`src/rtl/exec_mc_unit_pkg.sv`:
```
// Purpose: shared op codes, status bit positions and FSM states for the execute stage.
// Latency: n/a (types and constants only).
// Backpressure: n/a.
package exec_mc_unit_pkg;

    typedef enum logic [2:0] {
        OP_ADD  = 3'd0,
        OP_SUB  = 3'd1,
        OP_MUL  = 3'd2,
        OP_DIVU = 3'd3,
        OP_REMU = 3'd4,
        OP_AND  = 3'd5,
        OP_OR   = 3'd6,
        OP_XOR  = 3'd7
    } op_e;

    localparam int S_N = 3;
    localparam int S_Z = 2;
    localparam int S_C = 1;
    localparam int S_V = 0;

    typedef enum logic [1:0] {
        ST_IDLE = 2'd0,
        ST_DIV  = 2'd1,
        ST_HALT = 2'd2
    } state_e;

    // Packs the four flags into their architectural bit positions.
    function automatic logic [3:0] mk_status(input logic n, input logic z,
                                             input logic c, input logic v);
        logic [3:0] s;
        s      = 4'b0000;
        s[S_N] = n;
        s[S_Z] = z;
        s[S_C] = c;
        s[S_V] = v;
        return s;
    endfunction

endpackage

```
`src/rtl/exec_mc_unit_div_iter.sv`:
```
// Purpose: restoring unsigned divider datapath, one quotient bit per cycle.
// Latency: W cycles after start; quo/rem are the post-iteration values while done is high.
// Backpressure: none; the caller must not restart it while it iterates.
// Ports: start loads a/b; done marks the final iteration; quo/rem are combinational step results.
module div_iter #(
    parameter int W     = 32,
    parameter int W_CNT = $clog2(W+1)
) (
    input  logic         clk,
    input  logic         rst,
    input  logic         start,
    input  logic [W-1:0] a,
    input  logic [W-1:0] b,
    output logic         done,
    output logic [W-1:0] quo,
    output logic [W-1:0] rem
);

    logic [W-1:0]     rem_q;
    logic [W-1:0]     quo_q;
    logic [W-1:0]     b_q;
    logic [W_CNT-1:0] cnt_q;
    logic [W:0]       shifted;
    logic [W:0]       trial;
    logic             fits;

    // Partial remainder is always < b, so the shifted value fits in W+1 bits
    // and the top bit of the trial difference is a clean borrow flag.
    always_comb begin
        shifted = {rem_q, quo_q[W-1]};
        trial   = shifted - {1'b0, b_q};
        fits    = ~trial[W];
        rem     = fits ? trial[W-1:0] : shifted[W-1:0];
        quo     = {quo_q[W-2:0], fits};
    end

    assign done = (cnt_q == W_CNT'(1));

    always_ff @(posedge clk or negedge rst) begin
        if (!rst) begin
            rem_q <= '0;
            quo_q <= '0;
            b_q   <= '0;
            cnt_q <= '0;
        end else if (start) begin
            rem_q <= '0;
            quo_q <= a;
            b_q   <= b;
            cnt_q <= W_CNT'(W);
        end else if (cnt_q != '0) begin
            rem_q <= rem;
            quo_q <= quo;
            cnt_q <= cnt_q - W_CNT'(1);
        end
    end

endmodule

```
`src/rtl/exec_mc_unit.sv`:
```
// Purpose: execute stage: single-cycle ALU, iterative unsigned divide, sticky halt, NZCV status.
// Latency: 1 cycle for ALU ops and divide-by-zero, W+1 cycles for DIVU/REMU.
// Backpressure: ready_o drops while dividing or halted; decode holds its op until accepted.
// Ports: v_i/ready_o issue handshake; op_i/dest_i/src_i/wb_i/rd_i/halt_i op fields;
//        wb_o/wb_rd_name_o/wb_rd_data_o writeback; status_o NZCV; busy_o/halted_o state.
module exec_mc_unit
    import exec_mc_unit_pkg::*;
#(
    parameter int W    = 32,
    parameter int W_RD = 5
) (
    input  logic            clk,
    input  logic            rst,
    input  logic            v_i,
    output logic            ready_o,
    input  logic [2:0]      op_i,
    input  logic [W-1:0]    dest_i,
    input  logic [W-1:0]    src_i,
    input  logic            wb_i,
    input  logic [W_RD-1:0] rd_i,
    input  logic            halt_i,
    output logic            wb_o,
    output logic [W_RD-1:0] wb_rd_name_o,
    output logic [W-1:0]    wb_rd_data_o,
    output logic [3:0]      status_o,
    output logic            busy_o,
    output logic            halted_o
);

    localparam int W_CNT = $clog2(W+1);

    state_e          state_q, state_d;
    logic            div_start;
    logic            issue_alu;
    logic            div_done;
    logic [W-1:0]    div_quo, div_rem, div_r;
    logic            rem_sel_q;
    logic            wb_q;
    logic [W_RD-1:0] rd_q;

    logic [W:0]      sum, diff;
    logic [2*W-1:0]  prod;
    logic [W-1:0]    alu_r;
    logic            alu_c, alu_v;

    assign ready_o  = (state_q == ST_IDLE);
    assign busy_o   = (state_q == ST_DIV);
    assign halted_o = (state_q == ST_HALT);

    always_comb begin
        state_d   = state_q;
        div_start = 1'b0;
        case (state_q)
            ST_IDLE: begin
                if (v_i) begin
                    if (halt_i) begin
                        state_d = ST_HALT;
                    end else if ((op_i == OP_DIVU || op_i == OP_REMU) && src_i != '0) begin
                        state_d   = ST_DIV;
                        div_start = 1'b1;
                    end
                end
            end
            ST_DIV:  if (div_done) state_d = ST_IDLE;
            ST_HALT: state_d = ST_HALT;
            default: state_d = ST_IDLE;
        endcase
    end

    assign issue_alu = ready_o & v_i & ~halt_i & ~div_start;

    always_comb begin
        sum   = {1'b0, dest_i} + {1'b0, src_i};
        diff  = {1'b0, dest_i} - {1'b0, src_i};
        prod  = {{W{1'b0}}, dest_i} * {{W{1'b0}}, src_i};
        alu_r = '0;
        alu_c = 1'b0;
        alu_v = 1'b0;
        case (op_i)
            OP_ADD: begin
                alu_r = sum[W-1:0];
                alu_c = sum[W];
                alu_v = (dest_i[W-1] == src_i[W-1]) && (sum[W-1] != dest_i[W-1]);
            end
            OP_SUB: begin
                alu_r = diff[W-1:0];
                alu_c = ~diff[W];
                alu_v = (dest_i[W-1] != src_i[W-1]) && (diff[W-1] != dest_i[W-1]);
            end
            OP_MUL: begin
                alu_r = prod[W-1:0];
                alu_c = (prod[2*W-1:W] != '0);
                alu_v = alu_c;
            end
            // Only reached here for a zero divisor; nonzero divisors go to the iterator.
            OP_DIVU: begin
                alu_r = '1;
                alu_v = 1'b1;
            end
            OP_REMU: begin
                alu_r = dest_i;
                alu_v = 1'b1;
            end
            OP_AND:  alu_r = dest_i & src_i;
            OP_OR:   alu_r = dest_i | src_i;
            OP_XOR:  alu_r = dest_i ^ src_i;
            default: alu_r = '0;
        endcase
    end

    div_iter #(.W(W), .W_CNT(W_CNT)) u_div (
        .clk   (clk),
        .rst   (rst),
        .start (div_start),
        .a     (dest_i),
        .b     (src_i),
        .done  (div_done),
        .quo   (div_quo),
        .rem   (div_rem)
    );

    assign div_r = rem_sel_q ? div_rem : div_quo;

    always_ff @(posedge clk or negedge rst) begin
        if (!rst) begin
            state_q      <= ST_IDLE;
            rem_sel_q    <= 1'b0;
            wb_q         <= 1'b0;
            rd_q         <= '0;
            wb_o         <= 1'b0;
            wb_rd_name_o <= '0;
            wb_rd_data_o <= '0;
            status_o     <= '0;
        end else begin
            state_q <= state_d;
            wb_o    <= 1'b0;
            if (div_start) begin
                rem_sel_q <= (op_i == OP_REMU);
                wb_q      <= wb_i;
                rd_q      <= rd_i;
            end
            if (issue_alu) begin
                wb_o         <= wb_i;
                wb_rd_name_o <= rd_i;
                wb_rd_data_o <= alu_r;
                status_o     <= mk_status(alu_r[W-1], alu_r == '0, alu_c, alu_v);
            end else if (state_q == ST_DIV && div_done) begin
                wb_o         <= wb_q;
                wb_rd_name_o <= rd_q;
                wb_rd_data_o <= div_r;
                status_o     <= mk_status(div_r[W-1], div_r == '0, 1'b0, 1'b0);
            end
        end
    end

endmodule
```
`config.mk`:
```
export PLATFORM = sky130hd
export DESIGN_NAME = exec_mc_unit
export DESIGN_NICKNAME = d
export VERILOG_FILES = /design/src/rtl/exec_mc_unit_pkg.sv /design/src/rtl/exec_mc_unit_div_iter.sv /design/src/rtl/exec_mc_unit.sv
export SDC_FILE = /design/constraint.sdc
export NUM_CORES = 2
export LEC_CHECK = 0
export CAP_MARGIN = 5
export CELL_PAD_IN_SITES_DETAIL_PLACEMENT = 1
export CELL_PAD_IN_SITES_GLOBAL_PLACEMENT = 1
export CORE_UTILIZATION = 46
export DETAILED_ROUTE_END_ITERATION = 6
export PLACE_DENSITY_LB_ADDON = 0.1
export SETUP_SLACK_MARGIN = 0.05
export SKIP_LAST_GASP = 1
export SYNTH_ARGS = -nofsm -noshare
export SYNTH_HDL_FRONTEND = slang
export SYNTH_SLANG_ARGS = --single-unit
```
`constraint.sdc`:
```
create_clock -name clk -period 3.31 [get_ports clk]
set_input_delay 0.662 -clock clk [delete_from_list [all_inputs] [get_ports clk]]
set_output_delay 0.662 -clock clk [all_outputs]
set_load 0.01 [all_outputs]
```
==> out/qor.csv, run 1 <==
metric,value,unit
status,aborted with a tool error,
failing step,5_1_grt,
stop err,[ERROR GRT-0232] Routing congestion too high. Check the congestion heatmap in the GUI.,
yosys warns,0,
gr usage total,77.97,%
Worst EP post-GRT repair,status_o[1]$_DFFE_PN0P_/D,
Mapped Area,46520,µm²
synth cell count leaders,"fa_1 (899), inv_1 (822), nor2_1 (805)",
Area contributors post-synth,"fa_1 (39%), ha_1 (11%), dfrtp_1 (8.2%)",
ys async rst share,100.0,%
post-DP HPWL,200900,µm
H-Tree Depth,4,
Placed Cells,7923,
Root Driver,clkbuf_16,
"Top FF cell, synth",dfrtp_1,
worst_ep kind,sequential cell input,
syn avg cell area,8.379,µm²
register bit total from synthesis,152,
CTS Sinks,152,
Post-synth EDFFs,0,
die height,320.0,µm
grt ovf,1644,
clk buf depth,2,
area fraction of the dominant cell type after synthesis,38.69,%
CTS Buf Count,17,
post-synthesis sequential area ratio,8.176,%
largest net degree at the start of global routing,65,
I/O Pins,122,
row count,116,
Initial Util,46.45,%
post-synthesis net count,6921,
most frequent cell after synthesis,fa_1,
IO buf count,121,
Post-Syn Instances,5552,
Cell variety after synth,101,
dominant cell type by area after synthesis,fa_1,
die span in x,320.0,µm
GPL Wtd Cong,1.040,
per-layer routing:
metal  global-route usage, %  GRT overflow
met1                   77.11            32
met5                   37.92             2
met2                   97.07          1117
met4                   77.09           460
met3                   60.11            33
kinds of logic after synthesis:
kind of cell	Yosys count	synth area share [%]
and+or+nand+nor	1878	16.99
AOI/OAI and AO/OA	856	12.10
adders and majority gates	1292	49.26
DFF	152	8.176
buffers and inverters	1203	9.849
muxes	84	1.974
xor gates and xnor gates	87	1.654
timing repair:
| action | 4_1_cts |
|---|---|
| buffers inserted | 215 |
| gates resized for setup | 870 |
| endpoints found under the setup margin | 151 |
| hold buffers | 0 |
| gates cloned | 6 |
| hold endpoints to repair | 0 |
| pin swaps | 271 |
stage by stage:
step | hold WS, ns | TNS (ns) | area [µm²] | util [%] | worst slack, ns
floorplan | 0.3664 | -93.43 | 48230 | - | -4.312
global placement | 0.4603 | -242.90 | 60030 | 59.94 | -5.968
detailed placement | 0.4678 | -250.96 | 60030 | 59.94 | -6.091
CTS | 0.2228 | -118.20 | 65440 | 65.34 | -5.192
==> run 2: changes to the inputs <==
--- a/config.mk
+++ b/config.mk
@@ -6,12 +6,9 @@
 export NUM_CORES = 2
 export LEC_CHECK = 0
 export CAP_MARGIN = 5
-export CELL_PAD_IN_SITES_DETAIL_PLACEMENT = 1
-export CELL_PAD_IN_SITES_GLOBAL_PLACEMENT = 1
-export CORE_UTILIZATION = 46
+export CORE_UTILIZATION = 40
 export DETAILED_ROUTE_END_ITERATION = 6
-export PLACE_DENSITY_LB_ADDON = 0.1
-export SETUP_SLACK_MARGIN = 0.05
+export PLACE_DENSITY_LB_ADDON = 0.15
 export SKIP_LAST_GASP = 1
 export SYNTH_ARGS = -nofsm -noshare
 export SYNTH_HDL_FRONTEND = slang
==> constraint.sdc (replaced) <==
create_clock -name clk -period 4.3 [get_ports clk]
set_input_delay 0.86 -clock clk [delete_from_list [all_inputs] [get_ports clk]]
set_output_delay 0.86 -clock clk [all_outputs]
set_load 0.01 [all_outputs]
==> out/qor.csv, run 2 <==
metric,value,unit,change
Area contributors post-synth,"fa_1 (39%), ha_1 (11%), dfrtp_1 (8.2%)",,
row count,124,,+6.9%
area delta synth->final,39.98,%,
IO buf count,121,,unchanged
Synth Area in Simple Gates,16.98,%,unchanged
Worst Path Arrival,8.78,ns,
reg2reg setup slack,-0.28,ns,
grt ovf,0,,
die height,343.0,µm,+7.2%
Die ar.,117700,µm²,
dominant cell type by area after synthesis,fa_1,,
gr usage total,35.37,%,
post-synthesis sequential area ratio,8.176,%,unchanged
"Top FF cell, synth",dfrtp_1,,
worst r2r dst,status_o[2]$_DFFE_PN0P_,,
initial antenna violation count,5,,
GPL Wtd Cong,1.007,,-3.2%
main combinational cell family by area after synthesis,adder cells,,
Max stage delay on crit path,0.56,ns,
area fraction of the dominant cell type after synthesis,38.69,%,unchanged
footprint of the multi-input gates,41750,µm²,
Tmin final,8.451,ns,
Compound-Gate Fraction of Synth Area,12.10,%,unchanged
post-DR wirelength/cell,25.36,µm,
Fill cells,10517,,
most frequent cells in the layout,"buf_4 (1,049), fa_1 (794), inv_1 (734)",,
Worst-path clk slew,0.07,ns,
xor/xnor share of the synthesized area,1.654,%,unchanged
nets@finish,8049,,
Mapped Area,46520,µm²,unchanged
Initial Util,40.52,%,-5.9 points
via count,45587,,
Max Transition Viols Final,0,,
CTS Hold Buffers Added,0,,unchanged
crit path launch type,primary input,,
largest net degree at the start of global routing,75,,
DR iter-0 viols,4057,,
Post-synth EDFFs,0,,unchanged
"commonest non-fill, non-tap cell in the layout",buf_4,,
CP Capture Type,register,,
CP max-delay cell,fa_2,,
Final Util,56.72,%,
failing checks,"DRC, setup timing",,
vias in the first global route,46900,,
unrepaired setup endpoints after global routing,yes,,
worst r2r src,u_div.quo_q[31]$_DFFE_PN0P_,,
Root Driver,clkbuf_16,,
kind of critical path,in2reg,,
die span in x,343.0,µm,+7.2%
register bit total from synthesis,152,,unchanged
CTS Sinks,152,,unchanged
syn avg cell area,8.379,µm²,unchanged
skew final,0.01960,ns,
yosys warns,0,,unchanged
setup ws final,-4.151,ns,
clk buf depth,2,,unchanged
post-synthesis net count,6921,,unchanged
DR vias/cell,5.553,,
Detail Route Antenna Nets,0,,
Finish-stage setup viols,32,,
synth cell count leaders,"fa_1 (899), inv_1 (822), nor2_1 (805)",,
Slew HR,27.74,%,
post-DP HPWL,171700,µm,-15%
# DRC,1,,
first-pass GRT wire length,305100,µm,
FF-to-FF path depth,17,,
FF/Latch Area,3805,µm²,
I/O Pins,122,,unchanged
Max Fclk,0.1183,GHz,
Max-cap violations,0,,
"Req. time, crit path",4.63,ns,
Clock Latency Late Sink,0.45,ns,
Total Wirelength,208100,µm,
Hold Crit Class,in2async,,
cell mode on critical path,buf_4,,
CTS Buf Count,17,,unchanged
CTS tree,built,,
final worst-path cycle share,196.5,%,
ys async rst share,100.0,%,unchanged
Core ar.,114800,µm²,
layout cells sized above 1,32.48,%,
post-synthesis adder-cell area fraction,49.26,%,unchanged
H-Tree Depth,4,,unchanged
Post-Syn Instances,5552,,unchanged
worst-margin pin slew,1.084,ns,
mux cell area share after synthesis,1.974,%,unchanged
status,"finished, violations left",,
Fin. Hold Viols,0,,
1st-pass router iterations,7,,
worst-path maximum fanout,6,,
most frequent cell after synthesis,fa_1,,
Cell variety after synth,101,,unchanged
## run 2: cell counts after synthesis
Identical to the previous run, type by type.
## run 2: per-stage QoR
| stage | cell area [µm²] | cells | hold WS, ns | worst slack, ns | TNS (ns) |
|---|---|---|---|---|---|
| final | 65120 | 8209 | 0.4368 | -4.151 | -88.59 |
| after global routing | 65110 | 8205 | 0.4747 | -4.317 | -92.77 |
| after CTS | 62910 | 8127 | 0.4713 | -4.433 | -88.32 |
| after detailed placement | 58260 | 7925 | 0.4621 | -5.889 | -122.80 |
| after global placement | 58260 | 7925 | 0.4603 | -5.800 | -121.51 |
| after floorplan | 47970 | 5552 | 0.4465 | -3.520 | -68.86 |
## run 2: what timing repair did
action / CTS / global route
pin swaps: 267 / 341
setup buffers: 176 / 95
resized for setup: 785 / 493
endpoints found under the setup margin: 32 / 32
cloned: 8 / 4
## run 2: final cells by class
cell class,instances,share of cell area [%]
flip-flops and latches,152,5.843
multi-input cells,4197,64.12
well taps,1512,2.905
repair inverters,3,0.04996
clock buffers,21,0.7071
clock inverters,11,0.2479
repair buffers,1457,20.72
diodes,4,0.01537
inverters,852,5.394
## run 2: worst max-delay path: cells and delay by family
kind,cells,cell delay (ns)
AO/OA/AOI/OAI,5,0.68
buffers and inverters,14,1.83
adder cells (fa/ha/maj),9,4.33
AND/OR/NAND/NOR,6,0.97
XOR/XNOR,1,0.11
## run 2: routing by layer
layer	track usage (%)	wire (µm)	vias up
met5	0	27	-
met4	21.55	15830	4
met3	5.397	17000	449
met2	54.88	93730	1965
met1	46.55	81560	23161
li1	-	-	20008
## run 2: how the worst max path moves through the flow
stage	start	endpoint	slack, ns	depth (start not counted)
2_1_floorplan	dest_i[29]	status_o[0]$_DFFE_PN0P_	-3.52	28
3_3_place_gp	dest_i[17]	status_o[0]$_DFFE_PN0P_	-5.80	29
3_5_place_dp	dest_i[17]	status_o[1]$_DFFE_PN0P_	-5.89	29
4_1_cts	dest_i[28]	status_o[1]$_DFFE_PN0P_	-4.43	31
5_1_grt	dest_i[19]	status_o[1]$_DFFE_PN0P_	-4.32	35
6_report	dest_i[19]	status_o[1]$_DFFE_PN0P_	-4.15	35
## run 2: cells by family after synthesis
group           Yosys count
buf+inv                1203
fa+ha+maj              1292
compound gates          856
mux                      84
flops                   152
simple gates           1878
xor+xnor                 87
Power of run 2 is left out: the tool's default activity adds up to more than one toggle a clock period on the data nets, which glitch-free logic cannot reach.
